[config.mk]
export PLATFORM = sky130hd
export DESIGN_NAME = pipe_hazard_ctrl
export DESIGN_NICKNAME = d
export VERILOG_FILES = /design/src/rtl/pipe_ctrl_pkg.sv /design/src/rtl/load_use_detect.sv /design/src/rtl/pipe_hazard_ctrl.sv
export SDC_FILE = /design/constraint.sdc
export NUM_CORES = 1
export LEC_CHECK = 0
export ABC_AREA = 1
export CORE_MARGIN = 2
export CORE_UTILIZATION = 34
export DETAILED_ROUTE_END_ITERATION = 8
export GPL_ROUTABILITY_DRIVEN = 1
export PLACE_DENSITY_LB_ADDON = 0.12
export SYNTH_ARGS = -nofsm -noshare
export SYNTH_HDL_FRONTEND = slang
export SYNTH_SLANG_ARGS = --single-unit
[constraint.sdc]
create_clock -name clock -period 1.27 [get_ports clock]
set_input_delay 0.254 -clock clock [delete_from_list [all_inputs] [get_ports clock]]
set_output_delay 0.254 -clock clock [all_outputs]
set_load 0.01 [all_outputs]
[src/rtl/pipe_ctrl_pkg.sv]
// Shared types and constant stage-control patterns for the pipeline hazard sequencer.
// Stage order inside a control vector: PC, IF/ID, ID/EX, EX/MEM, MEM/WB (index 0..4).
package pipe_ctrl_pkg;

   typedef enum logic [1:0] {
      RUN      = 2'd0,
      MDU_BUSY = 2'd1,
      MDU_DONE = 2'd2
   } ctrl_state_e;

   typedef struct packed {
      logic stall;
      logic flush;
   } stage_ctrl_t;

   localparam int NUM_STG   = 5;
   localparam int STG_PC    = 0;
   localparam int STG_IFID  = 1;
   localparam int STG_IDEX  = 2;
   localparam int STG_EXMEM = 3;
   localparam int STG_MEMWB = 4;

   typedef stage_ctrl_t [NUM_STG-1:0] ctrl_vec_t;

   // Each pair is {stall, flush}; leftmost pair is MEM/WB.
   localparam ctrl_vec_t FREEZE  = 10'b01_10_10_10_10;
   localparam ctrl_vec_t MDUHOLD = 10'b00_01_10_10_10;

   // True when any stage is asked to stall and flush at once.
   function automatic logic ctrl_conflict(input ctrl_vec_t v);
      logic c;
      c = 1'b0;
      for (int i = 0; i < NUM_STG; i++) c = c | (v[i].stall & v[i].flush);
      return c;
   endfunction

endpackage

[src/rtl/load_use_detect.sv]
// Load-use comparator: the EX load writes a register the ID instruction reads.
module load_use_detect #(
   parameter int REG_AW = 5
) (
   input  logic [REG_AW-1:0] id_rs1,
   input  logic [REG_AW-1:0] id_rs2,
   input  logic              id_use_rs1,
   input  logic              id_use_rs2,
   input  logic [REG_AW-1:0] ex_rd,
   input  logic              ex_mem_read,
   output logic              load_use
);

   // x0 is hard-wired to zero, so a load targeting it never creates a hazard.
   assign load_use = ex_mem_read && (ex_rd != '0) &&
                     ((id_use_rs1 && (id_rs1 == ex_rd)) ||
                      (id_use_rs2 && (id_rs2 == ex_rd)));

endmodule

[src/rtl/pipe_hazard_ctrl.sv]
// Stall/flush sequencer for the 5-stage core: load-use, redirect, MUL/DIV occupancy
// and data-memory wait, plus the MDU start pulse and latency counter.
module pipe_hazard_ctrl
   import pipe_ctrl_pkg::*;
#(
   parameter int REG_AW  = 5,
   parameter int MDU_LAT = 8
) (
   input  logic              clock,
   input  logic              reset_n,
   input  logic [REG_AW-1:0] id_rs1,
   input  logic [REG_AW-1:0] id_rs2,
   input  logic              id_use_rs1,
   input  logic              id_use_rs2,
   input  logic [REG_AW-1:0] ex_rd,
   input  logic              ex_mem_read,
   input  logic              ex_mdu,
   input  logic              ex_redirect,
   input  logic              mem_req,
   input  logic              mem_ready,
   output logic              pc_stall,
   output logic              ifid_stall,
   output logic              idex_stall,
   output logic              exmem_stall,
   output logic              ifid_flush,
   output logic              idex_flush,
   output logic              exmem_flush,
   output logic              memwb_flush,
   output logic              mdu_start,
   output logic [1:0]        state_o
);

   localparam int CNT_W = $clog2(MDU_LAT);

   if (MDU_LAT < 2) begin : g_bad_lat
      $error("pipe_hazard_ctrl: MDU_LAT must be at least 2");
   end

   ctrl_state_e      state_q, state_d;
   logic [CNT_W-1:0] cnt_q, cnt_d;
   ctrl_vec_t        ctrl;
   logic             start;
   logic             load_use;
   logic             memstall;

   assign memstall = mem_req & ~mem_ready;

   load_use_detect #(.REG_AW(REG_AW)) u_load_use (
      .id_rs1      (id_rs1),
      .id_rs2      (id_rs2),
      .id_use_rs1  (id_use_rs1),
      .id_use_rs2  (id_use_rs2),
      .ex_rd       (ex_rd),
      .ex_mem_read (ex_mem_read),
      .load_use    (load_use)
   );

   // NOTE: every variable gets a default first so no path leaves it unassigned (no latch).
   always_comb begin
      ctrl    = '0;
      start   = 1'b0;
      state_d = state_q;
      cnt_d   = cnt_q;
      if (state_q == MDU_BUSY) cnt_d = cnt_q - CNT_W'(1);

      unique case (state_q)
         RUN: begin
            if (memstall) begin
               ctrl = FREEZE;
            end else if (ex_redirect) begin
               ctrl[STG_IFID].flush = 1'b1;
               ctrl[STG_IDEX].flush = 1'b1;
            end else if (ex_mdu) begin
               start   = 1'b1;
               ctrl    = MDUHOLD;
               cnt_d   = CNT_W'(MDU_LAT - 1);
               state_d = MDU_BUSY;
            end else if (load_use) begin
               ctrl[STG_PC].stall   = 1'b1;
               ctrl[STG_IFID].stall = 1'b1;
               ctrl[STG_IDEX].flush = 1'b1;
            end
         end
         MDU_BUSY: begin
            if (cnt_q == CNT_W'(1) && !memstall) begin
               state_d = RUN;
            end else if (cnt_q == CNT_W'(1)) begin
               ctrl    = FREEZE;
               state_d = MDU_DONE;
            end else begin
               ctrl = memstall ? FREEZE : MDUHOLD;
            end
         end
         MDU_DONE: begin
            if (memstall) ctrl = FREEZE;
            else          state_d = RUN;
         end
         default: state_d = RUN;
      endcase
   end

   // NOTE: sequential state uses non-blocking assignments so all flops update together.
   always_ff @(posedge clock or negedge reset_n) begin
      if (!reset_n) begin
         state_q <= RUN;
         cnt_q   <= '0;
      end else begin
         state_q <= state_d;
         cnt_q   <= cnt_d;
      end
   end

   // Outputs are forced low while reset is held, whatever the inputs do.
   assign pc_stall    = reset_n & ctrl[STG_PC].stall;
   assign ifid_stall  = reset_n & ctrl[STG_IFID].stall;
   assign idex_stall  = reset_n & ctrl[STG_IDEX].stall;
   assign exmem_stall = reset_n & ctrl[STG_EXMEM].stall;
   assign ifid_flush  = reset_n & ctrl[STG_IFID].flush;
   assign idex_flush  = reset_n & ctrl[STG_IDEX].flush;
   assign exmem_flush = reset_n & ctrl[STG_EXMEM].flush;
   assign memwb_flush = reset_n & ctrl[STG_MEMWB].flush;
   assign mdu_start   = reset_n & start;
   assign state_o     = state_q;

   a_no_redirect_with_mdu: assert property (@(posedge clock) disable iff (!reset_n)
      !(ex_redirect && ex_mdu));

   a_stall_xor_flush: assert property (@(posedge clock) disable iff (!reset_n)
      !ctrl_conflict(ctrl));

endmodule

==> metrics.md <==
| Metric | Value |
|---|---|
| Finished Layout Cells | 191 |
| Max Fclk | 617 MHz |
| Drt pass-1 iters | 4 |
| Yosys top cell by area | nand2_1 |
| Most frequent cells in the layout | nand2_1 (34), dlygate4sd2_1 (18), inv_1 (17), buf_4 (15), nor2_1 (12) |
| Htree depth | 1 |
| Die width | 46.9 microns |
| Setup violators final | 9 |
| Crit share post-route | 1.28 |
| Drt wl/cell | 10.1 microns |
| Fin util | 0.665 |
| Routed WL | 1920 microns |
| TNS Setup | -2.40 ns |
| Vias per inst | 4.58 |
| Crit path kind | reg -> out |
| Area share of the largest cell type after synthesis | 0.234 |
| Antenna violations before repair | 0 |
| Syn_nets | 139 |
| Power, Total | 0.00170 W |
| Antenna diodes | 0 |
| Failing checks | setup timing |
| Vias | 875 |
| Critical Path AT | 1.37 ns |
| Leak | 0.677 nW |
| Vias in the first global route | 842 |
| Max_slew headroom | 0.860 |
| CP Launch Type | flip-flop |
| Sw Pwr | 0.000746 W |
| Worst-Margin Slew | 0.207 ns |
| Pre-CTS setup slack | -0.918 ns |
| Clock power frac | 0.109 |
| Post-route DRC violation count | 0 |
| HP Class | in -> async |
| Core area | 0.00173 sq mm |
| Max FO, Critical Path | 4 |
| Nets | 193 |
| Synth Warn # | 0 |
| Num CTS Buffers | 3 |
| Slowest CP cell | dfrtp_2 |
| Final Max Tran Viols | 0 |
| RSZ-0062 raised after global routing | true |
| GRT Total Usage | 0.208 |
| Area Growth Syn to Fin | 83.6% |
| # clock sinks | 5 |
| Pin count of the biggest net entering global routing | 7 |
| Syn avg cell area | 5.54 sq um |
| Hold Vio Cnt, Final | 0 |
| Die height | 46.9 microns |
| Row cnt | 15 |
| Seq cells post-synth | 5 |
| Die area | 0.00220 sq mm |
| Placed wire-length estimate | 1540 microns |
| Worst-path clk slew | 0.04 ns |
| Most common cell after layout, fill and taps aside | nand2_1 |
| Port-buffer cells | 34 |
| Critical Path RT | 1.02 ns |
| Routed Antenna Nets | 0 |
| Power Dens Cells | 1480 mW/mm^2 |
| Clk_lat worst skew | 0.24 ns |
| Unique cell type count in the Yosys netlist | 19 |
| Synth top area cells | nand2_1 (23%), dfrtp_1 (20%), inv_1 (11%) |
| Ratio of cells with drive above 1 in the final layout | 0.361 |
| First-pass GRT wire length | 3250 microns |
| CP cell instances | nor2_4 -> inv_1 -> nor3_1 -> nand3_1 -> nand2_2 -> buf_6 |
| Peak supply drop | 1200 uV |
| TritonCTS clock tree | yes |
| GRT overflow | 0 |
| Combinational power share | 0.699 |
| Final Wtd Congestion | 0.807 |
| Switching share of power | 0.438 |
| Max_cap viols | 0 |
| Setup slack after layout | -0.351 ns |
| Mapped Cells | 113 |
| CP Capture Type | output pin |
| Outcome | finished with violations |
| Sequential fraction of the synthesis area | 0.200 |
| Dpl cells | 185 |
| CTS root buffer | clkbuf_4 |
| Crit-path max cell delay | 0.43 ns |
| Initial drt markers | 7 |
| Synthesized area | 626 sq um |
| I/O pins | 35 |
| Clock Skew | 0.00135 ns |
| Seq pwr share | 0.192 |
| Int Power | 0.000959 W |
| Initial Utilization | 0.362 |
| Final min period | 1.62 ns |
| Clock tree buffer depth | 2 |
## power by group through the flow
| stage | logic (W) | registers [W] | clock network, W |
|---|---|---|---|
| 6_report | 0.00119 | 0.000328 | 0.000186 |
| 5_1_grt | 0.00132 | 0.000336 | 0.000212 |
| 4_1_cts | 0.00119 | 0.000324 | 0.000192 |
| 3_5_place_dp | 0.00113 | 0.000314 | 0 |
| 3_3_place_gp | 0.00110 | 0.000312 | 0 |
| 2_1_floorplan | 0.000556 | 0.000337 | 0 |
## metal layers
metal | part of all wire | global-route usage | vias up | routed length (microns)
met5 | 0 | 0 | - | 0
met4 | 0.024 | 0.0611 | 0 | 46
met3 | 0.075 | 0.0769 | 6 | 145
met2 | 0.50 | 0.386 | 33 | 961
met1 | 0.40 | 0.217 | 388 | 770
li1 | - | - | 448 | -
## what timing repair did
action | CTS | global route
resized for setup | 79 | 2
buffers inserted | 5 | 0
hold buffers | 0 | 0
setup endpoints to repair | 11 | 14
hold endpoints to repair | 0 | 0
pin swaps | 20 | 5
## path summary, 6_finish.rpt
kind | from | to | slack [ns] | cells past startpoint
setup / recovery | state_o[0]$_DFFE_PN0P_ | ifid_stall | -0.35 | 6
hold / removal | reset_n | state_o[1]$_DFFE_PN0P_ | 0.13 | 2
setup reg to reg | state_o[0]$_DFFE_PN0P_ | cnt_q[1]$_DFF_PN0_ | 0.09 | 5
hold reg to reg | cnt_q[2]$_DFF_PN0_ | cnt_q[2]$_DFF_PN0_ | 0.52 | 2
max in group asynchronous | reset_n | state_o[0]$_DFFE_PN0P_ | 1.01 | 2
min in group clock | cnt_q[2]$_DFF_PN0_ | cnt_q[2]$_DFF_PN0_ | 0.52 | 2
## synthesized netlist by cell type
library cell,count
dfrtp_1,5
nand2_1,39
a211oi_2,2
o21ai_1,3
inv_2,8
o211ai_1,1
nor2_4,1
nand4_1,3
a21oi_1,1
nand2_4,1
buf_4,2
o21ai_0,1
nand3_1,8
inv_1,19
nor3_1,1
a211oi_1,1
nor2_1,13
nor2_2,2
ha_1,2
## cell families after synthesis
group	share of synthesized area
buffers and inverters	0.186
adder cells (fa/ha/maj)	0.0400
AND/OR/NAND/NOR	0.470
AO/OA/AOI/OAI	0.104
flip-flops	0.200
## state kept, by name (all words and copies together) (netlist names)
register / flops
cnt_q: 3
state_o: 2
## final cells by class
cell class,instances,area (sq um)
clock buffer,4,26.3
fill,183,578
inverter,27,101
multi-input combinational,79,445
sequential,5,128
tap,25,31.3
timing repair buffer,51,417
## critical path, delay by kind of cell, from the launching register on
family | cells | cell delay (ns)
flip-flops | 1 | 0.43
buffers and inverters | 2 | 0.18
AND/OR/NAND/NOR | 4 | 0.51
## metrics by stage
stage                     cell area (sq um)  hold slack [ns]
final                                  1150            0.131
after global routing                   1150            0.133
after CTS                              1170            0.121
after detailed placement               1120            0.510
after global placement                 1120            0.479
after floorplan                         652          -0.0416
Note: power is estimated with default switching activity, not from simulation.
